## config.mk

```make
export PLATFORM = sky130hd
export DESIGN_NAME = wine_packet_composer_flat
export DESIGN_NICKNAME = d
export VERILOG_FILES = /design/src/rtl/wine_pkg.sv /design/src/rtl/wine_packet_composer_if.sv /design/src/rtl/wine_csum_acc.sv /design/src/rtl/wine_packet_composer.sv /design/src/flat_wrapper.sv
export SDC_FILE = /design/constraint.sdc
export NUM_CORES = 1
export LEC_CHECK = 0
export CORE_MARGIN = 2
export CORE_UTILIZATION = 25
export DETAILED_ROUTE_END_ITERATION = 8
export SLEW_MARGIN = 30
export SYNTH_ARGS = -nofsm -noshare
export SYNTH_HDL_FRONTEND = slang
export SYNTH_HIERARCHICAL = 1
export SYNTH_SLANG_ARGS = --single-unit
```

## constraint.sdc

```tcl
create_clock -name clk -period 7.5 [get_ports clk]
set_input_delay 1.5 -clock clk [delete_from_list [all_inputs] [get_ports clk]]
set_output_delay 1.5 -clock clk [all_outputs]
set_load 0.02 [all_outputs]
```

## src/rtl/wine_pkg.sv

```systemverilog
// wine_pkg: field offsets, FSM states and IPv4 constants shared by the composer and dispenser
package wine_pkg;
  localparam int SRC_MAC_HI   = 511;
  localparam int DST_MAC_HI   = 463;
  localparam int ETH_TYPE_HI  = 415;
  localparam int VER_IHL_HI   = 399;
  localparam int PKT_SIZE_HI  = 383;
  localparam int IP_TAG_HI    = 367;
  localparam int IP_FLAG_HI   = 351;
  localparam int TTL_HI       = 335;
  localparam int IP_PROTO_HI  = 327;
  localparam int IP_CSUM_HI   = 319;
  localparam int IP_SRC_HI    = 303;
  localparam int IP_DST_HI    = 271;
  localparam int SRC_PORT_HI  = 239;
  localparam int DST_PORT_HI  = 223;
  localparam int TCP_SEQ_HI   = 207;
  localparam int TCP_ACK_HI   = 175;
  localparam int TCP_HEAD_HI  = 143;
  localparam int TCP_FLAG_HI  = 133;
  localparam int TCP_WIND_HI  = 127;
  localparam int TCP_CSUM_HI  = 111;
  localparam int TCP_URG_HI   = 95;
  localparam int PAYLOAD_HI   = 79;
  localparam logic [7:0] IPV4_VER_IHL = 8'h45;
  localparam logic [2:0] IP_FLAG_DF = 3'b010;
  typedef enum logic [1:0] {ST_IDLE, ST_SUM, ST_FOLD, ST_OUT} state_e;
endpackage

```

## src/rtl/wine_packet_composer_if.sv

```systemverilog
// wine_packet_composer_if: field input handshake and packet output handshake
interface wine_packet_composer_if;
  logic i_valid;
  logic i_ready;
  logic [103:0] ip_tuple;
  logic [15:0] pkt_size;
  logic [31:0] tcp_seq;
  logic [31:0] tcp_ack;
  logic [7:0] tcp_flag;
  logic [15:0] tcp_wind_size;
  logic [79:0] payload;
  logic o_valid;
  logic o_ready;
  logic [511:0] o_packet;
  modport master (
    output i_valid, ip_tuple, pkt_size, tcp_seq, tcp_ack, tcp_flag, tcp_wind_size, payload, o_ready,
    input i_ready, o_valid, o_packet
  );
  modport slave (
    input i_valid, ip_tuple, pkt_size, tcp_seq, tcp_ack, tcp_flag, tcp_wind_size, payload, o_ready,
    output i_ready, o_valid, o_packet
  );
endinterface

```

## src/rtl/wine_csum_acc.sv

```systemverilog
// wine_csum_acc: 20-bit header word accumulator with ones'-complement fold
module wine_csum_acc (
  input  logic clk,
  input  logic rst_n,
  input  logic clr,
  input  logic add_en,
  input  logic [15:0] word,
  output logic [15:0] csum
);
  logic [19:0] acc;
  logic [16:0] s1;
  logic [15:0] s2;
  assign s1 = {1'b0, acc[15:0]} + {13'h0, acc[19:16]};
  assign s2 = s1[15:0] + {15'h0, s1[16]};
  assign csum = ~s2;
  // accumulate one header word per enabled cycle
  always_ff @(posedge clk)
    if (!rst_n || clr) acc <= '0;
    else if (add_en) acc <= acc + {4'h0, word};
endmodule

```

## src/rtl/wine_packet_composer.sv

```systemverilog
// wine_packet_composer: assembles Ethernet/IPv4/TCP header word with IPv4 checksum
module wine_packet_composer
  import wine_pkg::*;
#(
  parameter logic [47:0] SRC_MAC = 48'h0,
  parameter logic [47:0] DST_MAC = 48'h0,
  parameter logic [15:0] ETH_TYPE = 16'h0800,
  parameter logic [7:0] DEFAULT_TTL = 8'd64
) (
  input logic clk,
  input logic rst_n,
  wine_packet_composer_if.slave bus
);
  localparam logic [1:0] IDLE = ST_IDLE;
  localparam logic [1:0] SUM = ST_SUM;
  localparam logic [1:0] FOLD = ST_FOLD;
  localparam logic [1:0] OUT = ST_OUT;
  logic [1:0] state;
  logic [3:0] idx;
  logic [15:0] ip_tag, tag_q, size_q, wind_q, csum;
  logic [103:0] tuple_q;
  logic [31:0] seq_q, ack_q;
  logic [5:0] flag_q;
  logic [79:0] payload_q;
  logic [511:0] pkt_q, pkt_d;
  logic [9:0][15:0] hw;
  logic accept;
  logic unused_flag_bits;
  assign unused_flag_bits = ^bus.tcp_flag[7:6];
  assign bus.i_ready = state == IDLE && rst_n;
  assign bus.o_valid = state == OUT;
  assign bus.o_packet = pkt_q;
  assign accept = bus.i_valid && bus.i_ready;
  assign hw = {tuple_q[55:40], tuple_q[71:56], tuple_q[87:72], tuple_q[103:88], 16'h0000,
               DEFAULT_TTL, tuple_q[7:0], IP_FLAG_DF, 13'h0, tag_q, size_q, IPV4_VER_IHL, 8'h00};
  assign pkt_d = {SRC_MAC, DST_MAC, ETH_TYPE, IPV4_VER_IHL, 8'h00, size_q, tag_q, IP_FLAG_DF, 13'h0,
                  DEFAULT_TTL, tuple_q[7:0], csum, tuple_q[103:8], seq_q, ack_q, 4'h5, 6'h0,
                  flag_q, wind_q, 32'h0, payload_q};
  wine_csum_acc u_acc (
    .clk(clk),
    .rst_n(rst_n),
    .clr(accept),
    .add_en(state == SUM),
    .word(hw[idx]),
    .csum(csum)
  );
  // capture fields, walk the ten header words, latch the packet, hold until taken
  always_ff @(posedge clk)
    if (!rst_n) begin
      state <= IDLE;
      idx <= '0;
      ip_tag <= '0;
      tag_q <= '0;
      size_q <= '0;
      wind_q <= '0;
      tuple_q <= '0;
      seq_q <= '0;
      ack_q <= '0;
      flag_q <= '0;
      payload_q <= '0;
      pkt_q <= '0;
    end else if (accept) begin
      tuple_q <= bus.ip_tuple;
      size_q <= bus.pkt_size;
      seq_q <= bus.tcp_seq;
      ack_q <= bus.tcp_ack;
      flag_q <= bus.tcp_flag[5:0];
      wind_q <= bus.tcp_wind_size;
      payload_q <= bus.payload;
      tag_q <= ip_tag;
      ip_tag <= ip_tag + 16'd1;
      idx <= '0;
      state <= SUM;
    end else if (state == SUM) begin
      idx <= idx + 4'd1;
      state <= idx == 4'd9 ? FOLD : SUM;
    end else if (state == FOLD) begin
      pkt_q <= pkt_d;
      state <= OUT;
    end else if (state == OUT && bus.o_ready) begin
      state <= IDLE;
    end
endmodule

```

## src/flat_wrapper.sv

```systemverilog
// flat-port wrapper written by rule: the top's interface ports become plain ports
module wine_packet_composer_flat import wine_pkg::*;
#(
  parameter logic [47:0] SRC_MAC = 48'h0,
  parameter logic [47:0] DST_MAC = 48'h0,
  parameter logic [15:0] ETH_TYPE = 16'h0800,
  parameter logic [7:0] DEFAULT_TTL = 8'd64
)
  (clk, rst_n, bus_i_valid, bus_ip_tuple, bus_pkt_size, bus_tcp_seq, bus_tcp_ack, bus_tcp_flag, bus_tcp_wind_size, bus_payload, bus_o_ready, bus_i_ready, bus_o_valid, bus_o_packet);
  wine_packet_composer_if bus_i ();
  input logic clk;
  input logic rst_n;
  input wire logic [$bits(bus_i.i_valid)-1:0] bus_i_valid;
  input wire logic [$bits(bus_i.ip_tuple)-1:0] bus_ip_tuple;
  input wire logic [$bits(bus_i.pkt_size)-1:0] bus_pkt_size;
  input wire logic [$bits(bus_i.tcp_seq)-1:0] bus_tcp_seq;
  input wire logic [$bits(bus_i.tcp_ack)-1:0] bus_tcp_ack;
  input wire logic [$bits(bus_i.tcp_flag)-1:0] bus_tcp_flag;
  input wire logic [$bits(bus_i.tcp_wind_size)-1:0] bus_tcp_wind_size;
  input wire logic [$bits(bus_i.payload)-1:0] bus_payload;
  input wire logic [$bits(bus_i.o_ready)-1:0] bus_o_ready;
  output wire logic [$bits(bus_i.i_ready)-1:0] bus_i_ready;
  output wire logic [$bits(bus_i.o_valid)-1:0] bus_o_valid;
  output wire logic [$bits(bus_i.o_packet)-1:0] bus_o_packet;
  assign bus_i.i_valid = bus_i_valid;
  assign bus_i.ip_tuple = bus_ip_tuple;
  assign bus_i.pkt_size = bus_pkt_size;
  assign bus_i.tcp_seq = bus_tcp_seq;
  assign bus_i.tcp_ack = bus_tcp_ack;
  assign bus_i.tcp_flag = bus_tcp_flag;
  assign bus_i.tcp_wind_size = bus_tcp_wind_size;
  assign bus_i.payload = bus_payload;
  assign bus_i.o_ready = bus_o_ready;
  assign bus_i_ready = bus_i.i_ready;
  assign bus_o_valid = bus_i.o_valid;
  assign bus_o_packet = bus_i.o_packet;
  wine_packet_composer #(.SRC_MAC(SRC_MAC), .DST_MAC(DST_MAC), .ETH_TYPE(ETH_TYPE), .DEFAULT_TTL(DEFAULT_TTL)) u_core (.clk(clk), .rst_n(rst_n), .bus(bus_i));
endmodule
```

==> reports/qor.yml <==
route:
  avgViaCountPerCell: 4.22
  vias: 21579
  routed_wl_um: 88100
  dr_wl_met2_um: 40300
  firstDrtPassIters: 5
  wl_met3_um: 7200
  first_iter_violations: 1191
  antenna_left: 0
  topRoutingLayerUsed: "met5"
  drc_errors: 0
  avgRoutedWirePerCell_um: 17.2
  drt-met1-wl_um: 37900
floorplan:
  core_sq_mm: 0.111
  dieHeight_um: 337
  die_area_sq_mm: 0.114
  ios: 806
  dieWidth_um: 337
  initial_utilization: 0.251
  placementRows: 122
timing:
  rsz0062_at_grt: "false"
  worst_slack_ns: 2.88
  hold_violations: 0
  period_share: 0.615
  max-slew-margin-rel: 0.293
  setup_viol: 0
  fmax_ghz: 0.217
  worst_pin_slew_ns: 1.06
  fin_crit_ns: 4.62
  whs_ns: 0.451
  slew_violations: 0
  setup-tns-final_ns: 0
  skew_ns: 0.0294
placement:
  dp.cells: 4966
  place_area_sq_mm: 0.0344
  detailed_place_hpwl_um: 61100
  gp_congestion: 0.882
  pre_cts_slack_ns: 2.89
  port_buffers: 617
grt:
  antenna_found_initial: 14
  grt_max_degree: 247
  grt_pass1_vias: 20395
  overflow: 0
  grt.total_usage: 0.147
  grt_pass1_wl_um: 128000
worst_setup_path:
  endpoint_kind: "primary output"
  reg2reg_depth: 12
  path_max_fanout: 120
  arrival_ns: 3.12
  cp.required_ns: 6.00
  start_kind: "input port"
  r2r_end: "u_core/u_acc/acc[14]"
  r2r_start: "u_core/idx[0]"
  crit_type: "in2out"
  rrSetupSlack_ns: 3.03
status:
  status: "finished, final reports clean"
yosys:
  synth_edf_count: 0
  synth_cells: 3047
  async_flop_share: 0
  syn_area_sq_mm: 0.0278
  synth-seq-cells: 663
  synthDistinctLibCells: 65
  syn-mean-instance-area_sq_um: 9.12
  synthFlopType: "dfxtp_1"
  ys_seq_area_frac: 0.478
  ys.warnings.count: 6
cts:
  postCtsSetupRepairBufs: 0
  numCtsBuffers: 79
  cts_max_level: 3
  cts_resized: 0
  cts-root-buf: "clkbuf_16"
  cts_tree: "done"
  cts_sinks: 663
  cts_hold_buf: 0
  clk_pin_slew_worst_paths_ns: 0.05
  clock_latency_ns: 0.65
  cts_buffer_depth: 3
finish:
  final_area_sq_mm: 0.0371
  drive_gt1_frac: 0.0455
  final_cell_count_no_fill: 5118
  n_fill_cell: 11476
  num-nets-final: 3883
  area_growth_pct: 33.7
worst_hold_path:
  hp-class: "reg2reg"
  min-delay-start: "u_core/payload_q[13]"
  whs_path_depth: 2
  hold_end: "u_core/payload_q[13]"
power:
  leakage_nw: 14.1
  ir_drop_mv: 0.174
  p_per_area_mw_per_mm2: 224
job:
  maxCapViolations: 0
## metrics by stage
step / utilization / total power (W)
global route: 0.336 / 0.00867
finish: 0.336 / 0.00833
detailed placement: 0.312 / 0.00451
global placement: 0.312 / 0.00450
floorplan: - / 0.00427
CTS: 0.336 / 0.00846
## synth_stat cells (all sizes together), types with 11 or more instances
cell type  number  area share
xor2           21      0.0066
inv            18      0.0024
o21ai          20      0.0036
and2           11      0.0025
nand2         644       0.087
xnor2          23      0.0072
nor2b         325       0.073
nor2           36      0.0049
a21o           11      0.0030
buf           316       0.074
nor3           12      0.0027
dfxtp         663        0.48
a21oi          22      0.0040
clkbuf         78       0.011
mux2i         364        0.13
nand3         327       0.059
ha             29       0.013
## logic make-up after synthesis
kind of cell / after synthesis / synth area share
fa+ha+maj: 31 / 0.0145
other cells: 1 / 0.000135
compound gates: 134 / 0.0348
buf+inv: 412 / 0.0873
simple gates: 1398 / 0.241
flops: 663 / 0.478
mux: 364 / 0.131
xor+xnor: 44 / 0.0139
## how the worst max path moves through the flow
stage	end	slack [ns]	from	cells past startpoint
after floorplan	u_core/u_acc/acc[14]	4.12	u_core/idx[0]	14
after global placement	bus_i_ready	2.88	rst_n	3
after detailed placement	bus_i_ready	2.89	rst_n	3
after CTS	bus_i_ready	2.89	rst_n	3
after global routing	bus_i_ready	2.84	rst_n	3
final	bus_i_ready	2.88	rst_n	3
## report_power, final
part / total [W] / switching [W] / internal, W
Combinational: 0.000669 / 0.000391 / 0.000278
Clock: 0.00389 / 0.00158 / 0.00232
Sequential: 0.00376 / 0.000109 / 0.00365
Total: 0.00833 / 0.00208 / 0.00625
## state kept, by name (all words and copies together), names as in the netlist, 20 cells and up
name / count
u_core/bus.o_packet: 319
u_core/tuple_q: 104
u_core/payload_q: 80
u_core/ack_q: 32
u_core/seq_q: 32
u_core/u_acc/acc: 20
## per-layer routing
layer | up-vias | track usage
met5 | - | 0
met4 | 14 | 0.0576
met3 | 141 | 0.0470
met2 | 620 | 0.234
met1 | 10029 | 0.184
li1 | 10775 | -
## worst max-delay path: stages
cell and delay (ns):
buf_8 0.49, and2_1 0.35, clkdlybuf4s50_1 0.72
## placed cells by master, fill, tap and decap left out, types with 5 or more instances in the layout
master	Yosys	layout
nor4_1	5	5
a21o_1	11	11
or3_1	5	5
clkbuf_16	0	79
inv_6	0	6
nand3_1	327	327
nor3_1	9	9
nand2_1	644	643
clkdlybuf4s50_1	0	616
xor2_1	21	21
and2_1	11	11
conb_1	1	186
xnor2_1	23	23
ha_1	29	28
a21oi_1	22	22
o21ai_1	5	5
o21ai_0	15	15
dfxtp_1	663	662
nand4_1	6	6
nor2b_1	324	323
buf_12	0	6
nor2_1	36	36
o211a_1	8	8
a22oi_1	5	5
mux2i_1	364	364
inv_1	17	17
o32ai_1	8	8
clkbuf_1	78	20
clkbuf_8	0	19
and3_1	6	6
buf_4	199	16
o22a_1	5	5
a221oi_1	8	8
diode_2	0	7
bufinv_16	0	5
clkinv_2	0	7
o22ai_1	8	8
nand2b_1	7	7
## final cells by class
class	instances	area [sq um]	area share
inverters	18	75.1	0.00202
diodes	7	17.5	0.000472
flip-flops and latches	663	13300	0.357
repair buffers	641	6460	0.174
well taps	1488	1860	0.0501
clock buffers	118	2310	0.0623
clock inverters	26	335	0.00903
multi-input cells	2157	12800	0.345
(Power assumes the default switching activity.)
